===== src/rtl/reg_cdc_req_sched.sv =====
// Purpose: round-robin scheduler sharing one register-CDC request channel among NumReq requesters.
// Latency: gnt_o is combinational in StIdle; cdc_req_o rises the next cycle; the response pulses one cycle after cdc_ack_i.
// Backpressure: one command in flight; requesters hold req_i until gnt_o; a timed-out command stays on the channel until its stale ack drains.
// Ports:
//   clk_i, rst_ni                        clock, asynchronous active-low reset
//   req_i/we_i/addr_i/wdata_i            per-requester level request and command (packed, requester i at slice i)
//   gnt_o, rsp_valid_o                   one-hot single-cycle grant / response pulses
//   rsp_err_o, rsp_rdata_o               response status and read data, zero outside response cycles
//   cdc_req_o/we_o/addr_o/wdata_o        held command towards the CDC; cdc_ack_i/cdc_rdata_i come back
//   busy_o, spurious_ack_o               not idle; sticky flag for an ack seen with no request outstanding
module reg_cdc_req_sched #(
  parameter int NumReq        = 4,
  parameter int AddrWidth     = 8,
  parameter int DataWidth     = 32,
  parameter int TimeoutCycles = 1024
) (
  input  logic                          clk_i,
  input  logic                          rst_ni,
  input  logic [NumReq-1:0]             req_i,
  input  logic [NumReq-1:0]             we_i,
  input  logic [NumReq*AddrWidth-1:0]   addr_i,
  input  logic [NumReq*DataWidth-1:0]   wdata_i,
  output logic [NumReq-1:0]             gnt_o,
  output logic [NumReq-1:0]             rsp_valid_o,
  output logic                          rsp_err_o,
  output logic [DataWidth-1:0]          rsp_rdata_o,
  output logic                          cdc_req_o,
  output logic                          cdc_we_o,
  output logic [AddrWidth-1:0]          cdc_addr_o,
  output logic [DataWidth-1:0]          cdc_wdata_o,
  input  logic                          cdc_ack_i,
  input  logic [DataWidth-1:0]          cdc_rdata_i,
  output logic                          busy_o,
  output logic                          spurious_ack_o
);

  localparam int PtrW = $clog2(NumReq);
  localparam int CntW = (TimeoutCycles > 0) ? $clog2(TimeoutCycles + 1) : 1;
  localparam bit TimeoutEn = (TimeoutCycles > 0);
  localparam logic [CntW-1:0] CntLast = (TimeoutCycles > 0) ? CntW'(TimeoutCycles - 1) : '0;
  localparam logic [PtrW-1:0] PtrLast = PtrW'(NumReq - 1);
  localparam logic [PtrW:0]   NumReqS = (PtrW + 1)'(NumReq);

  typedef enum logic [1:0] {StIdle, StWait, StDrain} state_e;

  state_e                state_q, state_d;
  logic [PtrW-1:0]       ptr_q, ptr_d;
  logic [CntW-1:0]       cnt_q, cnt_d;
  logic [PtrW-1:0]       id_q, id_d;
  logic                  we_q, we_d;
  logic [AddrWidth-1:0]  addr_q, addr_d;
  logic [DataWidth-1:0]  wdata_q, wdata_d;
  logic                  cdc_req_q, cdc_req_d;
  logic [NumReq-1:0]     rsp_valid_q, rsp_valid_d;
  logic                  rsp_err_q, rsp_err_d;
  logic [DataWidth-1:0]  rsp_rdata_q, rsp_rdata_d;
  logic                  spurious_q, spurious_d;

  logic                  arb_any;
  logic [PtrW-1:0]       arb_idx;
  logic [PtrW:0]         cand;
  logic                  sel_we;
  logic [AddrWidth-1:0]  sel_addr;
  logic [DataWidth-1:0]  sel_wdata;
  logic                  rsp_fire;

  // Round-robin search: first set request at or above the pointer, wrapping.
  always_comb begin
    arb_any = 1'b0;
    arb_idx = '0;
    cand    = '0;
    for (int k = 0; k < NumReq; k++) begin
      cand = {1'b0, ptr_q} + (PtrW + 1)'(k);
      if (cand >= NumReqS) cand = cand - NumReqS;
      if (!arb_any && req_i[cand[PtrW-1:0]]) begin
        arb_any = 1'b1;
        arb_idx = cand[PtrW-1:0];
      end
    end
  end

  // Command mux for the winner, and the grant pulse. The grant is masked
  // during reset so every output reads zero while rst_ni is low.
  always_comb begin
    sel_we    = 1'b0;
    sel_addr  = '0;
    sel_wdata = '0;
    gnt_o     = '0;
    for (int i = 0; i < NumReq; i++) begin
      if (arb_idx == PtrW'(i)) begin
        sel_we    = we_i[i];
        sel_addr  = addr_i[i*AddrWidth +: AddrWidth];
        sel_wdata = wdata_i[i*DataWidth +: DataWidth];
        gnt_o[i]  = rst_ni && (state_q == StIdle) && arb_any;
      end
    end
  end

  always_comb begin
    state_d     = state_q;
    ptr_d       = ptr_q;
    cnt_d       = cnt_q;
    id_d        = id_q;
    we_d        = we_q;
    addr_d      = addr_q;
    wdata_d     = wdata_q;
    cdc_req_d   = cdc_req_q;
    rsp_fire    = 1'b0;
    rsp_err_d   = 1'b0;
    rsp_rdata_d = '0;
    // Any ack while no request is on the channel is a protocol error upstream.
    spurious_d  = spurious_q | (cdc_ack_i & ~cdc_req_q);
    unique case (state_q)
      StIdle: begin
        if (arb_any) begin
          id_d      = arb_idx;
          we_d      = sel_we;
          addr_d    = sel_addr;
          wdata_d   = sel_wdata;
          ptr_d     = (arb_idx == PtrLast) ? '0 : arb_idx + 1'b1;
          cnt_d     = '0;
          cdc_req_d = 1'b1;
          state_d   = StWait;
        end
      end
      StWait: begin
        // Ack takes priority over a timeout landing in the same cycle.
        if (cdc_ack_i) begin
          cdc_req_d   = 1'b0;
          rsp_fire    = 1'b1;
          rsp_rdata_d = cdc_rdata_i;
          state_d     = StIdle;
        end else if (TimeoutEn && cnt_q == CntLast) begin
          // Error back to the requester now; the command stays on the
          // channel so the late ack can still complete the handshake.
          rsp_fire  = 1'b1;
          rsp_err_d = 1'b1;
          state_d   = StDrain;
        end else if (TimeoutEn) begin
          cnt_d = cnt_q + 1'b1;
        end
      end
      StDrain: begin
        if (cdc_ack_i) begin
          cdc_req_d = 1'b0;
          state_d   = StIdle;
        end
      end
      default: state_d = StIdle;
    endcase
  end

  always_comb begin
    rsp_valid_d = '0;
    for (int i = 0; i < NumReq; i++) begin
      if (id_q == PtrW'(i)) rsp_valid_d[i] = rsp_fire;
    end
  end

  always_ff @(posedge clk_i or negedge rst_ni) begin
    if (!rst_ni) begin
      state_q     <= StIdle;
      ptr_q       <= '0;
      cnt_q       <= '0;
      id_q        <= '0;
      we_q        <= 1'b0;
      addr_q      <= '0;
      wdata_q     <= '0;
      cdc_req_q   <= 1'b0;
      rsp_valid_q <= '0;
      rsp_err_q   <= 1'b0;
      rsp_rdata_q <= '0;
      spurious_q  <= 1'b0;
    end else begin
      state_q     <= state_d;
      ptr_q       <= ptr_d;
      cnt_q       <= cnt_d;
      id_q        <= id_d;
      we_q        <= we_d;
      addr_q      <= addr_d;
      wdata_q     <= wdata_d;
      cdc_req_q   <= cdc_req_d;
      rsp_valid_q <= rsp_valid_d;
      rsp_err_q   <= rsp_err_d;
      rsp_rdata_q <= rsp_rdata_d;
      spurious_q  <= spurious_d;
    end
  end

  assign rsp_valid_o    = rsp_valid_q;
  assign rsp_err_o      = rsp_err_q;
  assign rsp_rdata_o    = rsp_rdata_q;
  assign cdc_req_o      = cdc_req_q;
  assign cdc_we_o       = we_q;
  assign cdc_addr_o     = addr_q;
  assign cdc_wdata_o    = wdata_q;
  assign busy_o         = (state_q != StIdle);
  assign spurious_ack_o = spurious_q;

endmodule


===== config.mk =====
export PLATFORM = sky130hd
export DESIGN_NAME = reg_cdc_req_sched
export DESIGN_NICKNAME = d
export VERILOG_FILES = /design/src/rtl/reg_cdc_req_sched.sv
export SDC_FILE = /design/constraint.sdc
export NUM_CORES = 1
export LEC_CHECK = 0
export CAP_MARGIN = 20
export CORE_MARGIN = 2
export CORE_UTILIZATION = 35
export CTS_BUF_LIST = sky130_fd_sc_hd__clkbuf_2
export DETAILED_ROUTE_END_ITERATION = 6
export MAX_ROUTING_LAYER = met4
export PLACE_DENSITY_LB_ADDON = 0.25
export SLEW_MARGIN = 20
export SYNTH_ARGS = -nofsm -noshare
export SYNTH_HDL_FRONTEND = slang
export SYNTH_SLANG_ARGS = --single-unit

===== constraint.sdc =====
create_clock -name clk_i -period 4.2 [get_ports clk_i]
set_input_delay 1.05 -clock clk_i [delete_from_list [all_inputs] [get_ports clk_i]]
set_output_delay 1.05 -clock clk_i [all_outputs]
set_load 0.005 [all_outputs]

==> impl_metrics.csv <==
group,metric,value,unit
timing,setup_violations,0,
logic_synthesis,synth.area.top_cells,"dfrtp_1, a21oi_1, a211o_1",
clock_network,hold_buffers,0,
clock_network,cts_made_buffers,9,
place,dp_slack,-0.2259,ns
timing,post-route-period-util,0.9444,
floorplanning,num_rows,45,
timing,fmaxAchievable,0.2521,GHz
floorplanning,pin_count,288,
setup_path,critPathLaunchType,"primary input",
grt,grt-ovfl-total,0,
setup_path,endpoint_kind,"primary output",
setup_path,cp.required,3.15,ns
setup_path,worstPathArrival,2.92,ns
logic_synthesis,syn_nets,790,
logic_synthesis,syn_avg_cell_area,9.210,um2
grt,grt_max_degree,83,
timing,setup_ws,0.2336,ns
logic_synthesis,ys_types,48,
timing,tightest_slew,0.8572,ns
setup_path,path_cells,"clkdlybuf4s50_1 -> buf_4 -> nor4_4 -> nor4_2 -> buf_4 -> buf_4 -> ha_2 -> and3_1 -> dlygate4sd2_1",
finish,final_nets,1058,
clock_network,clockBufferDepth,2,
logic_synthesis,synthAdderAreaFrac,0.01877,
setup_path,crit_type,"in -> out",
logic_synthesis,synthMuxAreaShare,0.005866,
detailed_routing,drc,0,
clock_network,worst_skew_pair.late_latency,0.61,ns
logic_synthesis,post-synth-top-count-cell,"dfrtp_1",
flow_run,cap_violations,0,
logic_synthesis,netlist_area,0.005333,mm2
setup_path,path_max_fanout,3,
detailed_routing,vias_per_cell,5.306,
timing,finClkSkew,0.01261,ns
logic_synthesis,yosysSeqAreaShare,0.4552,
timing,slew_viol_final,0,
finish,drive_above_1_share,0.06573,
power_and_ir_drop,vdd_drop_max,310.1,uV
logic_synthesis,yosys_warnings,0,
timing,slew_headroom,0.4285,
logic_synthesis,synth-simple-area-share,0.1851,
worst_hold_path,worstHoldPathType,"reg -> reg",
floorplanning,dieArea,0.01624,mm2
place,portBuffers,287,
logic_synthesis,synthTopCellsByCount,"dfrtp_1, a21oi_1, inv_1, nor2_1",
place,dpl_cell_area,0.008397,mm2
place,gp_congestion,0.8387,
power_and_ir_drop,power.density,540.7,mW/mm2
logic_synthesis,syn_inst,579,
logic_synthesis,synth_top_family_by_area,"compound AO/OA/AOI/OAI gates",
clock_network,post_cts_buffers,0,
clock_network,cts.sinks,97,
logic_synthesis,dominantRegCellSynth,"dfrtp_1",
place,dp.cells,1024,
finish,fill_cells,1308,
logic_synthesis,yosys_register_bits,97,
grt,antenna_found_initial,1,
detailed_routing,routedWlPerCell,17.68,um
place,dp_hpwl,13700,um
run_status,outcome,"completed",
power_and_ir_drop,p_leak,3.808,nW
timing,rsz0062_at_grt,"no",
setup_path,cpPeakStageDelay,0.49,ns
timing,finalHoldViolations,0,
floorplanning,die_h,127.4,um
detailed_routing,num_vias,5524,
floorplanning,die_w,127.4,um
detailed_routing,drtIter0Drc,290,
clock_network,htree_num_levels,3,
finish,layout.cells.non_filler,1041,
grt,grt_pass1_wl,28700,um
grt,grt_usage,0.2304,
setup_path,cpMaxStageDelayCell,"clkdlybuf4s50_1",
clock_network,clockRootBuffer,"clkbuf_2",
detailed_routing,wl,18400,um
clock_network,cts_tree,"built",
clock_network,clk_pin_slew,0.28,ns
setup_path,ff2ff_setup_slack,1.29,ns
logic_synthesis,yosysTopAreaCell,"dfrtp_1",
logic_synthesis,synth_top_area_share,0.4552,
floorplanning,start_util,0.3547,
detailed_routing,ant_nets,0,
finish,final_cell_area,0.008546,mm2
logic_synthesis,synth_compound_area_frac,0.2576,
logic_synthesis,async_reset_ff_frac,1.000,
detailed_routing,firstDrtPassIters,4,
floorplanning,core_area,0.01503,mm2
setup_path,crit_top_cell,"buf_4",
finish,area_delta_synth_final,60.25,%
logic_synthesis,synth_edf_count,0,
grt,grt_pass1_vias,5583,
logic_synthesis,synth_xor_area_frac,0.001642,
timing,layout_min_cycle_time,3.966,ns
## power breakdown
part	switching [W]	internal, W	total, W
sequential	0.000168	0.00124	0.00141
combinational	0.00133	0.00136	0.00269
clock	0.000364	0.000156	0.000520
## sequential cells by signal, summed over array words and instances, names as in the netlist
name / flops
state_q: 2
cdc_wdata_o: 32
id_q: 2
ptr_q: 2
cnt_q: 11
rsp_rdata_o: 32
rsp_valid_o: 4
cdc_we_o: 1
rsp_err_o: 1
cdc_req_o: 1
cdc_addr_o: 8
spurious_ack_o: 1
## per-stage QoR
stage,power [W],hold slack (ns),TNS (ns),utilization
6_report,0.004621,0.5075,0,0.5685
5_1_grt,0.004995,0.5332,0,0.5685
4_1_cts,0.004670,0.4904,0,0.5677
3_5_place_dp,0.004149,0.4543,-0.7060,0.5586
3_3_place_gp,0.004074,0.4412,-0.7118,0.5586
2_1_floorplan,0.002919,0.4510,0,-
## logic make-up after synthesis
kind of cell / after synthesis
adders and majority gates: 8
muxes: 3
DFF: 97
buffers and inverters: 102
and+or+nand+nor: 172
AOI/OAI and AO/OA: 196
xor gates and xnor gates: 1
## layout by cell type (no fill, tap or decap), drive strengths merged, types with 2 or more instances in the layout
cell type,count
clkdlybuf4s50,281
dfrtp,97
a21oi,87
inv,55
nor2,46
a221oi,41
a211o,41
nor2b,40
and3,36
buf,21
nand2,12
clkbuf,10
nand3,10
a22o,8
ha,8
nor3,6
o21ai,6
nor4,6
and2,3
a21o,3
dlygate4sd2,3
nand2b,3
mux2i,2
nor3b,2
o21a,2
nor4b,2
nand4,2
dlymetal6s2s,2
o31a,2
## worst max-delay path, delay by kind of cell
kind / cells / cell delay [ns]
fa+ha+maj: 1 / 0.16
buf+inv: 5 / 1.18
simple gates: 3 / 0.51
## layer usage
| metal | global-route usage | share of wire | vias up |
|---|---|---|---|
| met3 | 0.04606 | 0.073 | 42 |
| met2 | 0.3772 | 0.49 | 233 |
| met1 | 0.2762 | 0.40 | 2639 |
| li1 | - | - | 2610 |
| met4 | 0.1021 | 0.036 | 0 |
| met5 | - | 0 | - |
## final timing paths
path / from / to / cells after the start
max in group asynchronous: rst_ni / cdc_wdata_o[7] / 2
worst min-delay path: spurious_ack_o / spurious_ack_o / 1
worst min register to register: spurious_ack_o / spurious_ack_o / 1
worst max-delay path: req_i[1] / gnt_o[1] / 9
min in group asynchronous: rst_ni / ptr_q[1] / 2
worst max register to register: ptr_q[1] / cdc_we_o / 11
## layout make-up
class                   instances  area (um2)  share of cell area
clock inverters                 6       85.08            0.009956
well taps                     188       235.2             0.02753
clock buffers                  10       50.05            0.005857
inverters                      52       195.2             0.02284
repair buffers                307        3022              0.3536
multi-input cells             380        2529              0.2959
diodes                          1       2.502           0.0002928
flip-flops and latches         97        2427              0.2840
## timing repair
action | in CTS | in global routing
gates resized for setup | 4 | 3
endpoints found under the hold margin | 0 | 0
pin swaps | 1 | 0
endpoints found under the setup margin | 4 | 2
No activity file was read; power rests on OpenSTA's default activity.
